--- config.mk ---
export PLATFORM = sky130hd
export DESIGN_NAME = ser_tx_arbiter
export DESIGN_NICKNAME = d
export VERILOG_FILES = /design/src/rtl/ser_tx_arbiter.sv
export SDC_FILE = /design/constraint.sdc
export NUM_CORES = 1
export LEC_CHECK = 0
export ABC_AREA = 0
export BUFFER_PORTS_ARGS = -buffer_cell sky130_fd_sc_hd__clkbuf_2
export CAP_MARGIN = 20
export CORE_MARGIN = 3
export CORE_UTILIZATION = 28
export CTS_CLUSTER_DIAMETER = 50
export DETAILED_ROUTE_END_ITERATION = 10
export SLEW_MARGIN = 10
export SYNTH_ARGS = -nofsm -noshare
export SYNTH_HDL_FRONTEND = slang
export SYNTH_SLANG_ARGS = --single-unit
--- constraint.sdc ---
create_clock -name clk_i -period 2.5 [get_ports clk_i]
set_clock_uncertainty 0.05 [all_clocks]
set_input_delay 0.25 -clock clk_i [delete_from_list [all_inputs] [get_ports clk_i]]
set_output_delay 0.25 -clock clk_i [all_outputs]
set_load 0.005 [all_outputs]
--- src/rtl/ser_tx_arbiter.sv ---
// Round-robin arbiter between two byte requesters feeding one 8N1 UART transmitter.
// Latency: start bit appears one cycle after the handshake; backpressure: both readies stay low for the whole frame.
module ser_tx_arbiter #(
    parameter int CLK_FREQ = 25_000_000,
    parameter int BAUDRATE = 115200
) (
    input  logic       clk_i,
    input  logic       rst_i,
    input  logic [7:0] req0_data_i,
    input  logic       req0_valid_i,
    output logic       req0_ready_o,
    input  logic [7:0] req1_data_i,
    input  logic       req1_valid_i,
    output logic       req1_ready_o,
    output logic       ser_tx_o,
    output logic       busy_o,
    output logic       grant_o
);

    localparam int CLKS_PER_BIT = CLK_FREQ / BAUDRATE;
    localparam int CNT_W        = $clog2(CLKS_PER_BIT) + 1;
    localparam logic [CNT_W-1:0] CNT_LAST = CNT_W'(CLKS_PER_BIT - 1);

    typedef enum logic [1:0] {
        IDLE,
        START,
        DATA,
        STOP
    } state_t;

    state_t           state_q, state_d;
    logic [CNT_W-1:0] cnt_q, cnt_d;
    logic [2:0]       bit_idx_q, bit_idx_d;
    logic [7:0]       data_q, data_d;
    logic             grant_q, grant_d;
    logic             prio_q, prio_d;
    logic             tx_q, tx_d;
    logic             sel;
    logic             hs;
    logic             bit_done;

    // Readies are gated by rst_i so they are low during reset even before the first edge.
    always_comb begin
        sel          = (req0_valid_i && req1_valid_i) ? prio_q : req1_valid_i;
        req0_ready_o = !rst_i && (state_q == IDLE) && req0_valid_i && !sel;
        req1_ready_o = !rst_i && (state_q == IDLE) && req1_valid_i && sel;
        hs           = req0_ready_o || req1_ready_o;
    end

    always_comb begin
        state_d   = state_q;
        cnt_d     = cnt_q;
        bit_idx_d = bit_idx_q;
        data_d    = data_q;
        grant_d   = grant_q;
        prio_d    = prio_q;
        tx_d      = 1'b1;
        bit_done  = (cnt_q == CNT_LAST);

        if (state_q != IDLE) begin
            cnt_d = bit_done ? '0 : cnt_q + CNT_W'(1);
        end

        case (state_q)
            IDLE: begin
                tx_d = 1'b1;
                if (hs) begin
                    data_d    = sel ? req1_data_i : req0_data_i;
                    grant_d   = sel;
                    prio_d    = !sel;
                    cnt_d     = '0;
                    bit_idx_d = '0;
                    state_d   = START;
                end
            end
            START: begin
                tx_d = 1'b0;
                if (bit_done) begin
                    state_d = DATA;
                end
            end
            DATA: begin
                tx_d = data_q[bit_idx_q];
                if (bit_done) begin
                    bit_idx_d = bit_idx_q + 3'd1;
                    if (bit_idx_q == 3'd7) begin
                        state_d = STOP;
                    end
                end
            end
            STOP: begin
                tx_d = 1'b1;
                if (bit_done) begin
                    state_d = IDLE;
                end
            end
            default: begin
                state_d = IDLE;
            end
        endcase
    end

    always_ff @(posedge clk_i or posedge rst_i) begin
        if (rst_i) begin
            state_q   <= IDLE;
            cnt_q     <= '0;
            bit_idx_q <= '0;
            data_q    <= '0;
            grant_q   <= 1'b0;
            prio_q    <= 1'b0;
            tx_q      <= 1'b1;
        end else begin
            state_q   <= state_d;
            cnt_q     <= cnt_d;
            bit_idx_q <= bit_idx_d;
            data_q    <= data_d;
            grant_q   <= grant_d;
            prio_q    <= prio_d;
            tx_q      <= tx_d;
        end
    end

    assign ser_tx_o = tx_q;
    assign busy_o   = (state_q != IDLE);
    assign grant_o  = grant_q;

endmodule

==> results of run 1 <==
## how the worst max path moves through the flow
stage	slack, ns	endpoint	cells after the start
2_1_floorplan	0.57	state_q[1]$_DFFE_PP0P_	6
3_3_place_gp	0.30	req1_ready_o	5
3_5_place_dp	0.28	req1_ready_o	5
4_1_cts	0.09	req0_ready_o	5
5_1_grt	0.04	req1_ready_o	6
6_report	0.20	req1_ready_o	6
## metal layers
layer  up-vias  share of wire (%)  global-route usage (%)
met5         -                  0                       0
met4         0                1.1                    4.27
li1        555                  -                       -
met3         4                3.0                    1.53
met1       533                 50                    15.8
met2        24                 46                    18.0
## state kept, by name (all words and copies together), names as in the netlist
register   count
ser_tx_o       1
grant_o        1
prio_q         1
data_q         8
cnt_q          9
state_q        2
bit_idx_q      3
## power breakdown
group	switching (mW)	total [mW]	internal, mW
clock network	0.126	0.240	0.114
logic	0.0168	0.0314	0.0145
registers	0	0.404	0.404
total	0.143	0.676	0.533
## cell type report
class,count,area (sq um)
clock buffer,4,45.0
timing repair buffer,30,168
fill,505,3110
tap,67,83.8
sequential,25,627
inverter,9,33.8
multi-input combinational,92,751
## metrics by stage
| step | setup slack, ns | instances |
|---|---|---|
| 6_report | 0.195 | 227 |
| 5_1_grt | 0.0396 | 227 |
| 4_1_cts | 0.0897 | 227 |
| 3_5_place_dp | 0.279 | 220 |
| 3_3_place_gp | 0.295 | 220 |
| 2_1_floorplan | 0.569 | 130 |
## cell families (layout without fill, tap and decap cells)
group	Yosys count	after routing	share of synthesized area, %
buf+inv	13	43	3.43
flops	25	25	44.1
xor+xnor	1	1	0.616
mux	7	7	7.31
fa+ha+maj	9	9	7.92
simple gates	37	37	15.1
compound gates	38	38	21.6
## critical path: cells and delay by family, from the launching register on
family	cells	cell delay [ns]
buffers and inverters	4	0.64
DFF	1	0.41
adders and majority gates	1	0.48
and+or+nand+nor	1	0.19
## repair_timing
item / CTS / global route
setup endpoints to repair: 1 / 1
buffers inserted: 2 / 0
endpoints found under the hold margin: 10 / 0
hold buffers: 1 / 0
pin swaps: 1 / 0
resized for setup: 0 / 1
## layout by cell type, fill, tap and decap left out, types with 2 or more instances in the layout
cell type	netlist	routed
and3_1	9	9
a21o_1	3	3
clkbuf_8	0	3
a22o_1	8	8
and2_1	2	2
o21ai_0	4	4
a221o_1	8	8
nand2_1	7	7
buf_4	0	5
ha_1	9	9
nand3_1	6	5
mux2_2	2	2
inv_1	8	8
dfrtp_1	24	24
mux4_2	2	2
nor2_1	2	2
a21oi_1	7	7
o21bai_1	2	2
nand4_1	3	3
clkbuf_2	0	24
==> impl_metrics.ini, run 1 <==
[clock_network]
htreeDepth = 1
cts_buffers = 3
clockRootBuffer = clkbuf_8
clk_latency_ns = 0.27
clk_path_buf_depth = 2
path_clk_slew_ns = 0.09
cts_tree = built
clkSinkCount = 25

[timing]
fin_crit_ns = 2.30
slew_violations = 0
period_share_pct = 92.2
final-hold-violation-count = 0
tightest_slew_ns = 0.631
rsz0062_at_grt = no
slew_headroom_pct = 57.9
fin_setup_tns_ns = 0
holdWs_ns = 0.154
clock.fmax_mhz = 434
setup_viol_count_final = 0

[cells_and_area]
fin_area_sq_mm = 0.00171
num_antenna_cells = 0
final_util_pct = 35.5
drive_gt1_share_pct = 27.5
fin_nets = 190
syn_to_final_growth_pct = 20.2

[floorplanning]
die_h_um = 77.3
row_count = 25
pin_count = 25
die_x_um = 77.3
core_area_sq_mm = 0.00482
initial_utilization_pct = 29.5
die_area_sq_mm = 0.00597

[worst_setup_path]
path_cells = inv_1, ha_1, nand4_1, buf_4, clkinv_1, clkbuf_2
r2r_start = cnt_q[0]$_DFF_PP0_
reg2reg_depth = 6
required_ns = 2.20
worst_path_largest_cell_delay_ns = 0.48
critPathLaunchType = flop
r2r_slack_ns = 0.41
critPathArrivalTime_ns = 2.00
crit_type = reg -> out
reg2reg_to = state_q[1]$_DFFE_PP0P_
crit_fanout = 12
crit_slowest_cell = ha_1
end_kind = primary output
startpoint = state_q[0]$_DFFE_PP0P_

[routing]
drcViolationCount = 0
ant_nets = 0
vias = 1116
finalWirelength_um = 3160
viasPerCell = 4.92
drt-initial-drc-count = 33
first_pass_iters = 4
wl_per_cell_um = 13.9

[hold_path]
hold_depth = 2
whs_endpoint = data_q[1]$_DFFE_PP0P_
worst_hold_path_type = in -> reg
min_from = req1_data_i[1]

[power]
leakagePower_nw = 0.836
p_per_area_mw_per_mm2 = 396
p_total_mw = 0.676
irDropWorstVdd_mv = 0.146

[synthesis]
ys_seq_area_share_pct = 44.1
synth.top_cell.area_share_pct = 42.3
synth.distinct_cells = 38
ys_warn_count = 0
syn_area_sq_mm = 0.00142
synth_ff_type = dfrtp_1
synth_area_leaders = dfrtp_1 42%, ha_1 7.9%, a221o_1 5.6%
avgSynthCellArea_sq_um = 10.9
synth_fp_nets = 159
ys_async_sr_fraction_pct = 100
synth_top_area_cell = dfrtp_1
synth_edf_count = 0
yosysMostFrequentCell = dfrtp_1
syn_inst = 130
ys_top_cells_by_count = 24 x dfrtp_1, 9 x and3_1, 9 x ha_1
synth-seq-cells = 25

[global_routing]
grt_pass1_vias = 1167
grt_pass1_wl_um = 5550
antenna_found_initial = 0
grt_usage_pct = 11.4
overflow = 0
grt_max_degree = 16

[place]
place_area_sq_mm = 0.00163
hpwlAfterDp_um = 2280
finalWeightedCongestion = 0.765
port_buffers = 24

[job]
maxCapViolCount = 0

[outcome]
status = finished, final reports clean
(Power assumes the default switching activity.)
==> inputs of run 2 (changes only) <==
- ABC_AREA: 0 -> 1
==> run 2 against run 1 <==
Setup slack better by 0.16 ns. Synthesized cell count is 45% higher. Combinational power increased to 26 times the previous value. Cell count up 25%.
==> impl_metrics.ini, run 2 <==
[outcome]
status = finished, final reports clean

[synthesis]
synth_top_area_cell = dfrtp_1
synth_fp_nets = 218
synth_edf_count = 0
yosysMostFrequentCell = nand2_1
ys_warn_count = 0
synth_area_leaders = dfrtp_1 41%, nand2_1 15%, ha_1 7.6%
synth_ff_type = dfrtp_1
ys_async_sr_fraction_pct = 100
syn_area_sq_mm = 0.00148
avgSynthCellArea_sq_um = 7.84
synth.top_cell.area_share_pct = 40.5
syn_inst = 189
ys_seq_area_share_pct = 42.3
synth.distinct_cells = 27
ys_top_cells_by_count = 61 x nand2_1, 24 x dfrtp_1, 24 x inv_1, 14 x nand3_1, 12 x nor2_1
synth-seq-cells = 25

[routing]
wl_per_cell_um = 11.0
vias = 1235
drcViolationCount = 0
viasPerCell = 4.35
finalWirelength_um = 3120
drt-initial-drc-count = 58
first_pass_iters = 4
ant_nets = 0

[floorplanning]
pin_count = 25
row_count = 25
initial_utilization_pct = 30.2
die_h_um = 78.8
die_x_um = 78.8
die_area_sq_mm = 0.00620
core_area_sq_mm = 0.00491

[timing]
slew_violations = 0
final-hold-violation-count = 0
slew_headroom_pct = 70.2
fin_setup_tns_ns = 0
holdWs_ns = 0.140
clock.fmax_mhz = 466
fin_crit_ns = 2.15
rsz0062_at_grt = no
tightest_slew_ns = 0.447
setup_viol_count_final = 0
period_share_pct = 85.8
setup_ws_ns = 0.354

[worst_setup_path]
required_ns = 2.20
critPathArrivalTime_ns = 1.85
end_kind = primary output
crit_type = reg -> out
crit_fanout = 10
critPathLaunchType = flop

[global_routing]
antenna_found_initial = 0
grt_max_degree = 16
grt_pass1_vias = 1170
grt_usage_pct = 10.7
overflow = 0
grt_pass1_wl_um = 5260

[clock_network]
path_clk_slew_ns = 0.09
cts_tree = built
postCtsSetupRepairBufs = 0
clk_path_buf_depth = 2
clkSinkCount = 25
cts_resized = 0
htreeDepth = 1
clockRootBuffer = clkbuf_8
cts_buffers = 3
clk_latency_ns = 0.27

[power]
p_per_area_mw_per_mm2 = 1020
leakagePower_nw = 0.868
p_total_mw = 1.77
irDropWorstVdd_mv = 0.430

[place]
pre_cts_ws_ns = 0.640
finalWeightedCongestion = 0.796
port_buffers = 24
place_area_sq_mm = 0.00168
hpwlAfterDp_um = 2460
dpl.cell_count = 279

[cells_and_area]
fillers = 531
layout_common_cells = 61 x nand2_1, 24 x inv_1, 24 x dfrtp_1, 24 x clkbuf_2, 14 x nand3_1
fin_area_sq_mm = 0.00173
max_flop_register = cnt_q
fin_nets = 247
stdcell_count = 284
num_antenna_cells = 0
multiInputGateArea_sq_um = 739
final_common_cell = nand2_1
final-seq-area_sq_um = 627
drive_gt1_share_pct = 17.5
largest_reg_flops = 9
final_util_pct = 35.2
top_regs = cnt_q: 9 flops, data_q: 8 flops, bit_idx_q: 3 flops
syn_to_final_growth_pct = 16.7

[hold_path]
worst_hold_path_type = in -> reg

[job]
maxCapViolCount = 0
-- run 2: layout make-up --
cell class | instances | share of cell area, %
Tap cell | 67 | 4.84
Inverter | 26 | 5.64
Multi-Input combinational cell | 136 | 42.7
Clock buffer | 4 | 2.60
Timing Repair Buffer | 26 | 7.95
Sequential cell | 25 | 36.2
-- run 2: per-layer routing --
layer	wire length (um)	vias to the layer above	global-route usage [%]
met5	0	-	0
met4	46	0	4.20
met3	79	5	2.49
met2	1460	13	17.3
met1	1520	557	13.8
li1	-	660	-
-- run 2: cells by family after synthesis --
logic type / synth area share, %
DFF: 42.3
buffers and inverters: 7.85
AOI/OAI and AO/OA: 8.44
and+or+nand+nor: 32.7
xor gates and xnor gates: 1.18
adders and majority gates: 7.60
-- run 2: worst paths after layout --
path,start,depth (start not counted),endpoint,slack (ns)
min in group asynchronous,rst_i,3,data_q[6]$_DFFE_PP0P_,0.50
worst min-delay path,req0_data_i[0],3,data_q[0]$_DFFE_PP0P_,0.14
max in group asynchronous,rst_i,4,ser_tx_o$_DFF_PP1_,1.26
worst max register to register,state_q[0]$_DFFE_PP0P_,9,state_q[0]$_DFFE_PP0P_,0.72
worst min register to register,grant_o$_DFFE_PP0P_,2,grant_o$_DFFE_PP0P_,0.46
worst max-delay path,state_q[0]$_DFFE_PP0P_,7,req0_ready_o,0.35
-- run 2: worst max-delay path: stages (launching register included) --
cell and delay, ns:
dfrtp_1 0.42, inv_1 0.11, ha_1 0.31, inv_2 0.11, nor2_4 0.13, nand2_4 0.09, nor2_4 0.23, clkbuf_2 0.16
-- run 2: repair_timing --
item | 4_1_cts | 5_1_grt
hold buffers | 1 | 0
hold endpoints to repair | 11 | 0
setup endpoints to repair | 0 | 0
-- run 2: power breakdown --
group	total (mW)	leakage, nW	switching [mW]	internal (mW)
logic	0.827	0.525	0.508	0.319
clock network	0.244	0.0228	0.130	0.114
registers	0.695	0.321	0.117	0.578
==> inputs of run 3 (changes only) <==
- CORE_UTILIZATION: 28 -> 50
- PLACE_DENSITY: default -> 0.75
- clock period: 2.5 -> 1.9 ns (I/O delays scaled with it)
==> run 3 against run 2 <==
Cell count decreased by 11%. Global-route usage increased by 11 points. Flip-flop and latch count stayed put. Routed wire length up 11%. Design area decreased by 1.2%. Core utilization grew 26 points. Via count is 11% higher. Setup slack got worse by 0.26 ns. Critical path depth stayed put. Clock power fell by 2%. Combinational power rose by 46%. Total power up 33%. Highest routed layer unchanged.
==> impl_metrics.ini, run 3 (synthesis gave the netlist of run 2 again) <==
[worst_setup_path]
startpoint = state_q[0]$_DFFE_PP0P_
endpoint = req0_ready_o
crit_type = reg -> out
critPathArrivalTime_ns = 1.57
r2r_start = state_q[0]$_DFFE_PP0P_
reg2reg_to = state_q[0]$_DFFE_PP0P_
reg2reg_depth = 9
crit_fanout = 5
r2r_slack_ns = 0.26
required_ns = 1.66
critPathLaunchType = flop
end_kind = primary output

[cells_and_area]
final_common_cell = nand2_1
syn_to_final_growth_pct = 15.3
largest_reg_flops = 9
drive_gt1_share_pct = 20.4
layout_common_cells = 61 x nand2_1, 24 x dfrtp_1, 24 x clkbuf_2
fin_nets = 251
top_regs = cnt_q: 9 flops, data_q: 8 flops, bit_idx_q: 3 flops
stdcell_count = 252
max_flop_register = cnt_q
num_antenna_cells = 0

[routing]
wl_per_cell_um = 13.7
viasPerCell = 5.46
finalWirelength_um = 3460
first_pass_iters = 4
vias = 1376
drt-initial-drc-count = 70
ant_nets = 0
drcViolationCount = 0

[clock_network]
clk_path_buf_depth = 2
path_clk_slew_ns = 0.14
cts_tree = built
clockRootBuffer = clkbuf_4
clk_latency_ns = 0.31
htreeDepth = 1
cts_buffers = 3
clkSinkCount = 25

[timing]
clock.fmax_mhz = 554
slew_headroom_pct = 74.1
fin_crit_ns = 1.81
tightest_slew_ns = 0.387
period_share_pct = 95.1
fin_setup_tns_ns = 0
slew_violations = 0
setup_viol_count_final = 0
final-hold-violation-count = 0

[hold_path]
worst_hold_path_type = in -> reg

[global_routing]
overflow = 0
antenna_found_initial = 0
grt_usage_pct = 21.9
grt_pass1_vias = 1364
grt_max_degree = 16
grt_pass1_wl_um = 5990

[floorplanning]
row_count = 19
initial_utilization_pct = 53.3
pin_count = 25
die_area_sq_mm = 0.00365
die_h_um = 60.5
die_x_um = 60.5
core_area_sq_mm = 0.00278

[place]
dpl.cell_count = 244
hpwlAfterDp_um = 2640
finalWeightedCongestion = 0.849
port_buffers = 24

[power]
leakagePower_nw = 0.892
power_frac_comb_pct = 51.3
seqPwrFrac_pct = 38.6
irDropWorstVdd_mv = 0.990
intPower_mw = 1.31
switching_power_mw = 1.05
p_per_area_mw_per_mm2 = 1380
clockPowerShare_pct = 10.1
switching_share_pct = 44.5

[outcome]
status = finished, final reports clean

[job]
maxCapViolCount = 0
## run 3: power by group through the flow
stage	registers, mW	clock network (mW)	logic (mW)
floorplan	0.879	0	0.885
global placement	0.911	0	1.07
detailed placement	0.925	0	1.14
CTS	0.913	0.253	1.16
global route	0.940	0.275	1.40
finish	0.909	0.238	1.21
## run 3: area by class of cell
| class | count | area [sq um] |
|---|---|---|
| multi-input combinational | 136 | 747 |
| inverter | 26 | 103 |
| fill | 263 | 1070 |
| clock buffer | 4 | 26.3 |
| timing repair buffer | 30 | 168 |
| tap | 31 | 38.8 |
| sequential | 25 | 627 |
## run 3: through the flow
stage	total power [mW]	setup WS [ns]	cell area, sq um	util, %	hold WS (ns)
final	2.35	0.0939	1710	61.4	0.0421
after CTS	2.33	0.0163	1690	60.6	0.0307
after detailed placement	2.07	0.243	1640	58.9	0.176
after global routing	2.61	-0.00551	1710	61.4	0.0343
after floorplan	1.76	0.348	1480	-	0.167
after global placement	1.98	0.322	1640	58.9	0.167
## run 3: how the worst min path moves through the flow
stage          slack, ns           start                  endpoint  cells past startpoint
2_1_floorplan       0.17           rst_i  bit_idx_q[0]$_DFFE_PP0P_                      1
3_3_place_gp        0.17           rst_i       grant_o$_DFFE_PP0P_                      2
3_5_place_dp        0.18           rst_i     data_q[6]$_DFFE_PP0P_                      2
4_1_cts             0.03  req0_data_i[0]     data_q[0]$_DFFE_PP0P_                      3
5_1_grt             0.03  req0_data_i[3]     data_q[3]$_DFFE_PP0P_                      3
6_report            0.04  req1_data_i[0]     data_q[0]$_DFFE_PP0P_                      3
## run 3: worst max-delay path, cell delays in order, from the launching register on
cell	delay, ns
dfrtp_1	0.44
inv_2	0.10
ha_2	0.18
inv_2	0.06
nor2_4	0.14
nand2_4	0.10
nor2_4	0.11
clkbuf_2	0.12
## run 3: layer usage
metal	vias to the layer above	track usage (%)	wire length, um
met5	-	0	0
met4	0	9.91	80
met3	12	3.62	87
met2	23	39.5	1830
met1	667	25.4	1460
li1	674	-	-
## run 3: repair_timing
action                                 4_1_cts  5_1_grt
hold buffers                                 1        0
setup endpoints to repair                    2        2
pin swaps                                    1        0
buffers inserted                             1        2
endpoints found under the hold margin       10        0
resized for setup                            2        3
